### src/rtl/i2c_seq_pkg.sv
// Shared types and command field layout for the I2C command sequencer.
// Command word: {rw, addr[6:0], wdata[7:0]}.
package i2c_seq_pkg;

    localparam int ADDR_W = 7;
    localparam int DATA_W = 8;
    localparam int CMD_W  = 1 + ADDR_W + DATA_W;

    localparam int CMD_RW       = 15;
    localparam int CMD_ADDR_HI  = 14;
    localparam int CMD_ADDR_LO  = 8;
    localparam int CMD_WDATA_HI = 7;
    localparam int CMD_WDATA_LO = 0;

    typedef enum logic [1:0] {
        IDLE  = 2'd0,
        ISSUE = 2'd1,
        WAIT  = 2'd2,
        RESP  = 2'd3
    } seq_state_t;

endpackage

### src/rtl/i2c_seq_fifo.sv
// Synchronous command FIFO, registered storage, no fall-through.
// Latency: an entry written at edge N is visible on dout from edge N+1.
// Backpressure: push ignored while full, pop ignored while empty.
module i2c_seq_fifo #(
    parameter int DEPTH = 4,
    parameter int WIDTH = 16
) (
    input  logic                   clk,
    input  logic                   rst,
    input  logic                   push,
    input  logic                   pop,
    input  logic [WIDTH-1:0]       din,
    output logic [WIDTH-1:0]       dout,
    output logic                   full,
    output logic                   empty,
    output logic [$clog2(DEPTH):0] level
);

    localparam int PTR_W = $clog2(DEPTH);
    localparam logic [PTR_W:0] FULL_LVL = (PTR_W+1)'(DEPTH);

    logic [WIDTH-1:0] mem [DEPTH];
    logic [PTR_W-1:0] wr_ptr;
    logic [PTR_W-1:0] rd_ptr;
    logic             do_push;
    logic             do_pop;

    assign full    = (level == FULL_LVL);
    assign empty   = (level == '0);
    assign do_push = push && !full;
    assign do_pop  = pop && !empty;
    assign dout    = mem[rd_ptr];

    always_ff @(posedge clk) begin
        if (do_push) begin
            mem[wr_ptr] <= din;
        end
    end

    // Pointers are exactly PTR_W bits wide, so DEPTH being a power of 2 gives free wrap.
    always_ff @(posedge clk) begin
        if (rst) begin
            wr_ptr <= '0;
            rd_ptr <= '0;
            level  <= '0;
        end else begin
            if (do_push) begin
                wr_ptr <= wr_ptr + 1'b1;
            end
            if (do_pop) begin
                rd_ptr <= rd_ptr + 1'b1;
            end
            case ({do_push, do_pop})
                2'b10:   level <= level + 1'b1;
                2'b01:   level <= level - 1'b1;
                default: level <= level;
            endcase
        end
    end

endmodule

### src/rtl/i2c_cmd_sequencer.sv
// Queues I2C byte commands and runs them one at a time on i2c_controller, one response each.
// Latency: ctl_enable rises on the edge after the push edge; response registers one edge after ctl_ready returns.
// Backpressure: cmd_ready = !full; response held until rsp_ready. Optional abort timeout: I2C_SEQ_TIMEOUT_EN.
module i2c_cmd_sequencer
    import i2c_seq_pkg::*;
#(
    parameter int DEPTH          = 4,
    parameter int TIMEOUT_CYCLES = 1024
) (
    input  logic                   clk,
    input  logic                   rst,
    input  logic                   cmd_valid,
    output logic                   cmd_ready,
    input  logic                   cmd_rw,
    input  logic [ADDR_W-1:0]      cmd_addr,
    input  logic [DATA_W-1:0]      cmd_wdata,
    output logic                   rsp_valid,
    input  logic                   rsp_ready,
    output logic [DATA_W-1:0]      rsp_data,
    output logic                   rsp_err,
    output logic                   busy,
    output logic [$clog2(DEPTH):0] level,
    output logic [ADDR_W-1:0]      ctl_addr,
    output logic [DATA_W-1:0]      ctl_data_in,
    output logic                   ctl_rw,
    output logic                   ctl_enable,
    input  logic [DATA_W-1:0]      ctl_data_out,
    input  logic                   ctl_ready
);

    seq_state_t        state;
    seq_state_t        state_nxt;
    logic              push;
    logic              fifo_pop;
    logic              fifo_full;
    logic              fifo_empty;
    logic [CMD_W-1:0]  fifo_din;
    logic [CMD_W-1:0]  fifo_dout;
    logic              timeout_hit;

    logic [ADDR_W-1:0] ctl_addr_nxt;
    logic [DATA_W-1:0] ctl_data_in_nxt;
    logic              ctl_rw_nxt;
    logic              ctl_enable_nxt;
    logic              rsp_valid_nxt;
    logic [DATA_W-1:0] rsp_data_nxt;

    // Held low during reset so the host never sees a ready FIFO mid-flush.
    assign cmd_ready = !rst && !fifo_full;
    assign push      = cmd_valid && cmd_ready;
    assign busy      = (state != IDLE) || !fifo_empty;

    always_comb begin
        fifo_din = '0;
        fifo_din[CMD_RW]                       = cmd_rw;
        fifo_din[CMD_ADDR_HI:CMD_ADDR_LO]      = cmd_addr;
        fifo_din[CMD_WDATA_HI:CMD_WDATA_LO]    = cmd_wdata;
    end

    i2c_seq_fifo #(
        .DEPTH (DEPTH),
        .WIDTH (CMD_W)
    ) u_fifo (
        .clk   (clk),
        .rst   (rst),
        .push  (push),
        .pop   (fifo_pop),
        .din   (fifo_din),
        .dout  (fifo_dout),
        .full  (fifo_full),
        .empty (fifo_empty),
        .level (level)
    );

`ifdef I2C_SEQ_TIMEOUT_EN
    localparam int CNT_W = $clog2(TIMEOUT_CYCLES);
    localparam logic [CNT_W-1:0] CNT_LAST = CNT_W'(TIMEOUT_CYCLES - 1);

    logic [CNT_W-1:0] to_cnt;

    // Zero in IDLE guarantees a fresh count on every entry to ISSUE.
    always_ff @(posedge clk) begin
        if (rst || state == IDLE || state == RESP) begin
            to_cnt <= '0;
        end else begin
            to_cnt <= to_cnt + 1'b1;
        end
    end

    assign timeout_hit = ((state == ISSUE) || (state == WAIT)) && (to_cnt == CNT_LAST);

    always_ff @(posedge clk) begin
        if (rst) begin
            rsp_err <= 1'b0;
        end else if (timeout_hit) begin
            rsp_err <= 1'b1;
        end else if (state == WAIT && ctl_ready) begin
            rsp_err <= 1'b0;
        end
    end
`else
    logic unused_timeout_cfg;

    assign unused_timeout_cfg = ^TIMEOUT_CYCLES;
    assign timeout_hit        = 1'b0;
    assign rsp_err            = 1'b0;
`endif

    always_comb begin
        state_nxt       = state;
        fifo_pop        = 1'b0;
        ctl_addr_nxt    = ctl_addr;
        ctl_data_in_nxt = ctl_data_in;
        ctl_rw_nxt      = ctl_rw;
        ctl_enable_nxt  = ctl_enable;
        rsp_valid_nxt   = rsp_valid;
        rsp_data_nxt    = rsp_data;

        case (state)
            IDLE: begin
                if (!fifo_empty && ctl_ready) begin
                    fifo_pop        = 1'b1;
                    ctl_rw_nxt      = fifo_dout[CMD_RW];
                    ctl_addr_nxt    = fifo_dout[CMD_ADDR_HI:CMD_ADDR_LO];
                    ctl_data_in_nxt = fifo_dout[CMD_WDATA_HI:CMD_WDATA_LO];
                    ctl_enable_nxt  = 1'b1;
                    state_nxt       = ISSUE;
                end
            end
            ISSUE: begin
                // ctl_ready falling is the controller's acknowledge of the start request.
                if (timeout_hit) begin
                    ctl_enable_nxt = 1'b0;
                    rsp_data_nxt   = '0;
                    rsp_valid_nxt  = 1'b1;
                    state_nxt      = RESP;
                end else if (!ctl_ready) begin
                    ctl_enable_nxt = 1'b0;
                    state_nxt      = WAIT;
                end
            end
            WAIT: begin
                if (timeout_hit) begin
                    rsp_data_nxt  = '0;
                    rsp_valid_nxt = 1'b1;
                    state_nxt     = RESP;
                end else if (ctl_ready) begin
                    rsp_data_nxt  = ctl_rw ? ctl_data_out : '0;
                    rsp_valid_nxt = 1'b1;
                    state_nxt     = RESP;
                end
            end
            RESP: begin
                if (rsp_ready) begin
                    rsp_valid_nxt = 1'b0;
                    state_nxt     = IDLE;
                end
            end
            default: begin
                state_nxt = IDLE;
            end
        endcase
    end

    always_ff @(posedge clk) begin
        if (rst) begin
            state       <= IDLE;
            ctl_addr    <= '0;
            ctl_data_in <= '0;
            ctl_rw      <= 1'b0;
            ctl_enable  <= 1'b0;
            rsp_valid   <= 1'b0;
            rsp_data    <= '0;
        end else begin
            state       <= state_nxt;
            ctl_addr    <= ctl_addr_nxt;
            ctl_data_in <= ctl_data_in_nxt;
            ctl_rw      <= ctl_rw_nxt;
            ctl_enable  <= ctl_enable_nxt;
            rsp_valid   <= rsp_valid_nxt;
            rsp_data    <= rsp_data_nxt;
        end
    end

endmodule

### config.mk
export PLATFORM = sky130hd
export DESIGN_NAME = i2c_cmd_sequencer
export DESIGN_NICKNAME = d
export VERILOG_FILES = /design/src/rtl/i2c_seq_pkg.sv /design/src/rtl/i2c_seq_fifo.sv /design/src/rtl/i2c_cmd_sequencer.sv
export SDC_FILE = /design/constraint.sdc
export NUM_CORES = 1
export LEC_CHECK = 0
export ABC_AREA = 1
export CORE_MARGIN = 5
export CORE_UTILIZATION = 50
export CTS_CLUSTER_DIAMETER = 30
export DETAILED_ROUTE_END_ITERATION = 10
export GPL_TIMING_DRIVEN = 0
export PLACE_DENSITY = 0.82
export RECOVER_POWER = 50
export SYNTH_ARGS = -nofsm -noshare
export SYNTH_HDL_FRONTEND = slang
export SYNTH_SLANG_ARGS = --single-unit
### constraint.sdc
create_clock -name clk -period 2.4 [get_ports clk]
set_input_delay 0.36 -clock clk [delete_from_list [all_inputs] [get_ports clk]]
set_output_delay 0.36 -clock clk [all_outputs]
set_load 0.03 [all_outputs]
# Yosys cells after proc, flatten, opt, wreduce, memory -nomap -nowiden
# Memory sizes are Yosys's and may differ from the RTL's. A register that Yosys moved wholly into a read port is not among the register bits.
# Cells that the tools add are included.
totals:
  register_bits: 19
  in_bits: 29
  word_cells: 59
  mem_count: 1
  mem_bits_rw: 64
classes:
  eq_ne: 10
  addsub: 4
  reduce_logical: 20
  n_mux: 17
memory_table:
  columns: ["name", "depth", "word_bits", "rd", "rd_ports_with_merged_regs", "wr", "line", "text"]
  rows:
  - ["u_fifo.mem", 4, 16, 1, 1, 1, "i2c_seq_fifo.sv:22", "logic [WIDTH-1:0] mem [DEPTH];"]
op_table:
  columns: ["operator", "count"]
  rows:
  - ["$mux W1", 8]
  - ["$mux W2", 4]
  - ["$mux W8", 1]
  - ["$ne A2 B2 Y1 const B", 4]
  - ["$pmux W2 S4", 1]
  - ["$reduce_bool A2 Y1", 4]
  - ["$eq A2 B2 Y1 const B", 3]
  - ["$pmux W3 S2", 1]
  - ["$reduce_and A3 Y1", 2]
  - ["$logic_and A1 B1 Y1", 5]
  - ["$add A2 B1 Y2 const B", 2]
  - ["$eq A2 B1 Y1 const B", 2]
  - ["$pmux W1 S2", 2]
  - ["$reduce_and A2 Y1", 2]
  - ["$reduce_and A4 Y1", 1]
  - ["$add A3 B1 Y3 const B", 1]
  - ["$eq A3 B3 Y1 const B", 1]
  - ["$logic_not A1 Y1", 3]
  - ["$logic_not A3 Y1", 1]
  - ["$sub A3 B1 Y3 const B", 1]
  - ["$logic_not A2 Y1", 1]
  - ["$logic_or A1 B1 Y1", 1]

# Depth between registers and ports, before layout
depth:
  depth_word: 8
  mapped_depth: 12
  mapped_depth_nobuf: 11

# Cells and area by module
# From an unflattened synthesis, not the netlist that was laid out.
unflattened:
  hier_cells: 382
  hier_area_um2: 4102.7
modules_own_cells:
  columns: ["mod", "area_each_um2", "seq_area_each_um2", "instances", "cells_per_inst"]
  rows:
  - ["i2c_seq_fifo", 2851.5, 2102.0, 1, 224]
  - ["i2c_cmd_sequencer", 1251.2, 560.5, 1, 158]

# Worst setup path after synthesis
# Ideal clock, no wire load.
synth_path:
  path_type: "reg-to-reg"
  from: "register u_fifo.level[1]"
  to: "memory u_fifo.mem[0][0], enable pin"
  required_ps: 2011
  t_arrival_ps: 2003
  path_buffers: 0
  synth_period_minus_slack_ps: 2392
  setup_slack_ps: 8
  stages_incl_launch_ff: 5
  setup_time_ps: 389
  cell_sequence: "dfxtp_1 nor2_2 a21oi_2 nand2_1 nor2_1"
synth_between:
  elab_chain_len: 7
synth_lines:
  columns: ["item", "line", "text"]
  rows:
  - ["from (decl)", "i2c_seq_fifo.sv:16", "output logic [$clog2(DEPTH):0] level"]
  - ["from (signal assigned)", "i2c_seq_fifo.sv:54", "2'b10: level <= level + 1'b1;"]
  - ["from (signal assigned)", "i2c_seq_fifo.sv:55", "2'b01: level <= level - 1'b1;"]
  - ["from (signal assigned)", "i2c_seq_fifo.sv:56", "default: level <= level;"]
  - ["$eq A3 B3 Y1", "i2c_seq_fifo.sv:28", "assign full = (level == FULL_LVL);"]
  - ["$logic_not A1 Y1", "i2c_cmd_sequencer.sv:49", "assign cmd_ready = !rst && !fifo_full;"]
  - ["$logic_and A1 B1 Y1", "i2c_cmd_sequencer.sv:49", null]
  - ["via cmd_ready", "i2c_cmd_sequencer.sv:13", "output logic cmd_ready,"]
  - ["$logic_and A1 B1 Y1", "i2c_cmd_sequencer.sv:50", "assign push = cmd_valid && cmd_ready;"]
  - ["$logic_and A1 B1 Y1", "i2c_seq_fifo.sv:30", "assign do_push = push && !full;"]
  - ["$mux W1", "i2c_seq_fifo.sv:35", "if (do_push) begin"]
  - ["$mux W1 (implied by the code)", "i2c_seq_fifo.sv:36", "mem[wr_ptr] <= din;"]
  - ["to (decl)", "i2c_seq_fifo.sv:22", null]
# The timed path passes the listed nets, and every way through them passes these cells.

# Worst setup path after layout
layout_path:
  from: "register state[0]"
  to: "register u_fifo.level[2]"
layout_between:
  elab_chain_len: 5
  word_cells_on_any_way: 7
  classes_between: "eq/ne: 2; mux: 2; reduce/logical: 3"
layout_lines:
  columns: ["item", "line", "text"]
  rows:
  - ["from (decl)", "i2c_cmd_sequencer.sv:31", "seq_state_t state;"]
  - ["from (signal assigned)", "i2c_cmd_sequencer.sv:175", "state <= state_nxt;"]
  - ["$logic_not A2 Y1 (*)", "i2c_cmd_sequencer.sv:119", "case (state)"]
  - ["$mux W1 (*)", "i2c_cmd_sequencer.sv:119", null]
  - ["$logic_and A1 B1 Y1 (*)", "i2c_seq_fifo.sv:31", "assign do_pop = pop && !empty;"]
  - ["via u_fifo.do_pop", "i2c_seq_fifo.sv:26", "logic do_pop;"]
  - ["$eq A2 B1 Y1 / $eq A2 B2 Y1 (equally long branches)", "i2c_seq_fifo.sv:53", "case ({do_push, do_pop})"]
  - ["$pmux W3 S2 / $reduce_bool A2 Y1 (equally long branches)", null, null]
# Mark *: on every way through the listed nets, which the timed path passes. The rest lies on a longest branch.
# A chain may end at the register's enable or synchronous reset.

==> out/qor.txt <==
status: finished, final reports clean
Die Width: 99.57 um
mux contribution to synthesized area: 0
# clock sinks: 99
Worst path max stage delay: 390 ps
final setup fails: 0
vias in the first global route: 2973
Antenna Cells: 0
layout cell share with drive strength beyond 1: 0.1002
Multi-input gate area: 0.001205 sq mm
Critical Path Source Type: register
die height: 99.57 um
initial antenna violation count: 0
ANT nets after route: 0
Cells after Synth: 392
core footprint: 0.007767 sq mm
peak supply drop: 0.4354 mV
Setup Skew: 10.67 ps
min Tclk post-route: 2209 ps
synthesized area: 0.004011 sq mm
Peak Freq: 452.7 MHz
CTS buffer count: 9
Syn Area/Cell: 10.23 sq um
Worst Setup Path Type: reg2reg
Syn Nets: 432
slowest CP cell: fa_1
Synth Warn #: 0
All-Layer GR Usage: 0.1869
cell with the most instances after synthesis: nor2_1
GP Congestion: 0.7846
Seq/Total Area, Yosys: 0.6538
post-route clock period utilization: 0.9204
Clock Tree Buf Depth: 2
I/O pin count: 61
dominant cell type by area after synthesis: edfxtp_1
Iter 0 DRT Violations: 175
CTS H-tree depth: 3
maximum number of pins on one net before global-route repair: 17
CTS clock-pin slew for the worst setup and hold paths: 100 ps
Die ar.: 0.009914 sq mm
Final Net Count: 504
FF+latch area: 0.002623 sq mm
Fin. Hold Viols: 0
total global routing overflow: 0
initial core utilization: 0.5164
xor-xnor portion of the synthesized cell area: 0
dpl ws: -229.6 ps
crit-path most repeated cell: a21oi_1
Post-Synth Adder-Cell Area: 0.03618
via count: 3010
hpwl dp: 5.917 mm
Slew headroom: 0.3394
via/cell ratio: 5.271
CP Max Fanout: 10
fillers: 616
Async SR Flop Fraction: 0
FF+latch count, synth: 99
fin util: 0.6389
most used flip-flop cell after synthesis: edfxtp_1
final setup margin: 191.0 ps
critical path data required time: 2650 ps
hold crit path type: in2reg
Port Buffers: 59
Clock Tree Root: clkbuf_8
DR WL/cell: 15.62 um
Setup TNS: 0 ps
synth-to-layout area growth: 23.71%
Yosys cell types: 25
first-pass GRT wire length: 14.37 mm
Post-synth EDFFs: 64
Final Max Tran Viols: 0
Synth top area share: 0.4791
leakage: 1.876 nW
Max-Cap Viols: 0
compound-gate portion of the synthesized area: 0.09389
pwr dens: 891.9 mW/mm^2
crit end category: register
worst path arrival time: 2460 ps
Post-synth top cells: nor2_1, edfxtp_1, o21ai_0
Pre-Repair DR Iteration Count: 5
largest family of logic cells by synthesized area: simple AND/OR/NAND/NOR gates
Residual DRC: 0
hold buffer count at CTS: 0
TritonCTS clock tree: done
# rows: 32
WHS: 443.1 ps
worst slew pin tran: 989.8 ps
largest cells by area after synthesis: edfxtp_1, dfxtp_1, nor2_1, o21ai_0, nand2_1
Routed WL: 8.920 mm
critical-path cell list: inv_2 -> ha_4 -> nand3_2 -> inv_4 -> buf_6 -> ha_1 -> inv_1 -> fa_1 -> a21oi_1 -> o21ai_0 -> o21ai_1 -> a21oi_1
post-synthesis simple-gate area fraction: 0.1638
clk_lat worst skew: 370 ps
[worst max-delay path, delay by kind of cell, from the launching register on]
family	cells	cell delay, ps
compound gates	4	480
fa+ha+maj	3	730
buf+inv	4	410
flops	1	350
simple gates	1	120
[routing by layer]
metal | routed length, um | vias to the layer above | GRT usage
met5 | 0 | - | 0
li1 | - | 1451 | -
met2 | 4379 | 104 | 0.3068
met1 | 3737 | 1439 | 0.2348
met4 | 250 | 0 | 0.09454
met3 | 552 | 16 | 0.03857
[cells by family (layout without fill, tap and decap cells)]
group / Yosys count / count (layout)
AOI/OAI and AO/OA: 73 / 73
adders and majority gates: 11 / 11
buffers and inverters: 43 / 120
DFF: 99 / 99
other: 1 / 1
and+or+nand+nor: 165 / 165
[flip-flops by register name, summed over array words and instances (netlist names)]
| name | count |
|---|---|
| rsp_valid | 1 |
| state | 2 |
| ctl_data_in | 8 |
| rsp_data | 8 |
| u_fifo.mem | 64 |
| ctl_enable | 1 |
| u_fifo.rd_ptr | 2 |
| ctl_addr | 7 |
| u_fifo.level | 3 |
| u_fifo.wr_ptr | 2 |
| ctl_rw | 1 |
[cell type report]
class | count | share of cell area
flip-flops and latches | 99 | 0.5285
multi-input cells | 250 | 0.2428
repair buffers | 61 | 0.1233
clock buffers | 12 | 0.02723
well taps | 102 | 0.02572
plain buffers | 18 | 0.02269
inverters | 25 | 0.01942
clock inverters | 4 | 0.01034
[metrics by stage]
| stage | area, sq um | instances | power (mW) |
|---|---|---|---|
| 6_report | 4962 | 571 | 4.426 |
| 5_1_grt | 4962 | 571 | 4.665 |
| 4_1_cts | 4937 | 570 | 4.400 |
| 3_5_place_dp | 4748 | 554 | 3.368 |
| 3_3_place_gp | 4730 | 553 | 3.319 |
| 2_1_floorplan | 4011 | 392 | 2.898 |
[power breakdown]
group | switching [mW] | total [mW] | internal (mW)
clock | 0.552 | 1.04 | 0.486
combinational | 0.845 | 1.35 | 0.510
sequential | 0.0783 | 2.03 | 1.96
[worst paths after layout]
check                           startpoint                           end  slack, ps  cells past startpoint
hold reg to reg   rsp_data[5]$_SDFFE_PP0P_      rsp_data[5]$_SDFFE_PP0P_        470                      2
setup reg to reg     state[0]$_SDFFE_PP0P_  u_fifo.level[2]$_SDFFE_PP0P_        190                     12
hold / removal                   ctl_ready       ctl_enable$_SDFFE_PP0P_        440                      3
setup / recovery     state[0]$_SDFFE_PP0P_  u_fifo.level[2]$_SDFFE_PP0P_        190                     12
[layout by cell type, fill, tap and decap left out, types with 2 or more instances in the layout]
cell type        instances
nor2_1                 105
edfxtp_1                64
clkdlybuf4s50_1         42
o21ai_0                 40
nand2_1                 37
dfxtp_1                 35
inv_1                   18
a21oi_1                 16
dlygate4sd3_1           16
o21ai_1                 15
nand3_1                 12
ha_1                     9
clkbuf_8                 9
buf_4                    7
clkbuf_1                 7
inv_2                    6
nor2_2                   5
buf_2                    4
buf_6                    3
nand2_2                  2
clkbuf_2                 2
nand4_1                  2
[repair_timing]
| action | 4_1_cts | 5_1_grt |
|---|---|---|
| setup buffers | 0 | 1 |
| resized for setup | 1 | 7 |
| endpoints found under the setup margin | 1 | 5 |
(Power assumes the default switching activity.)
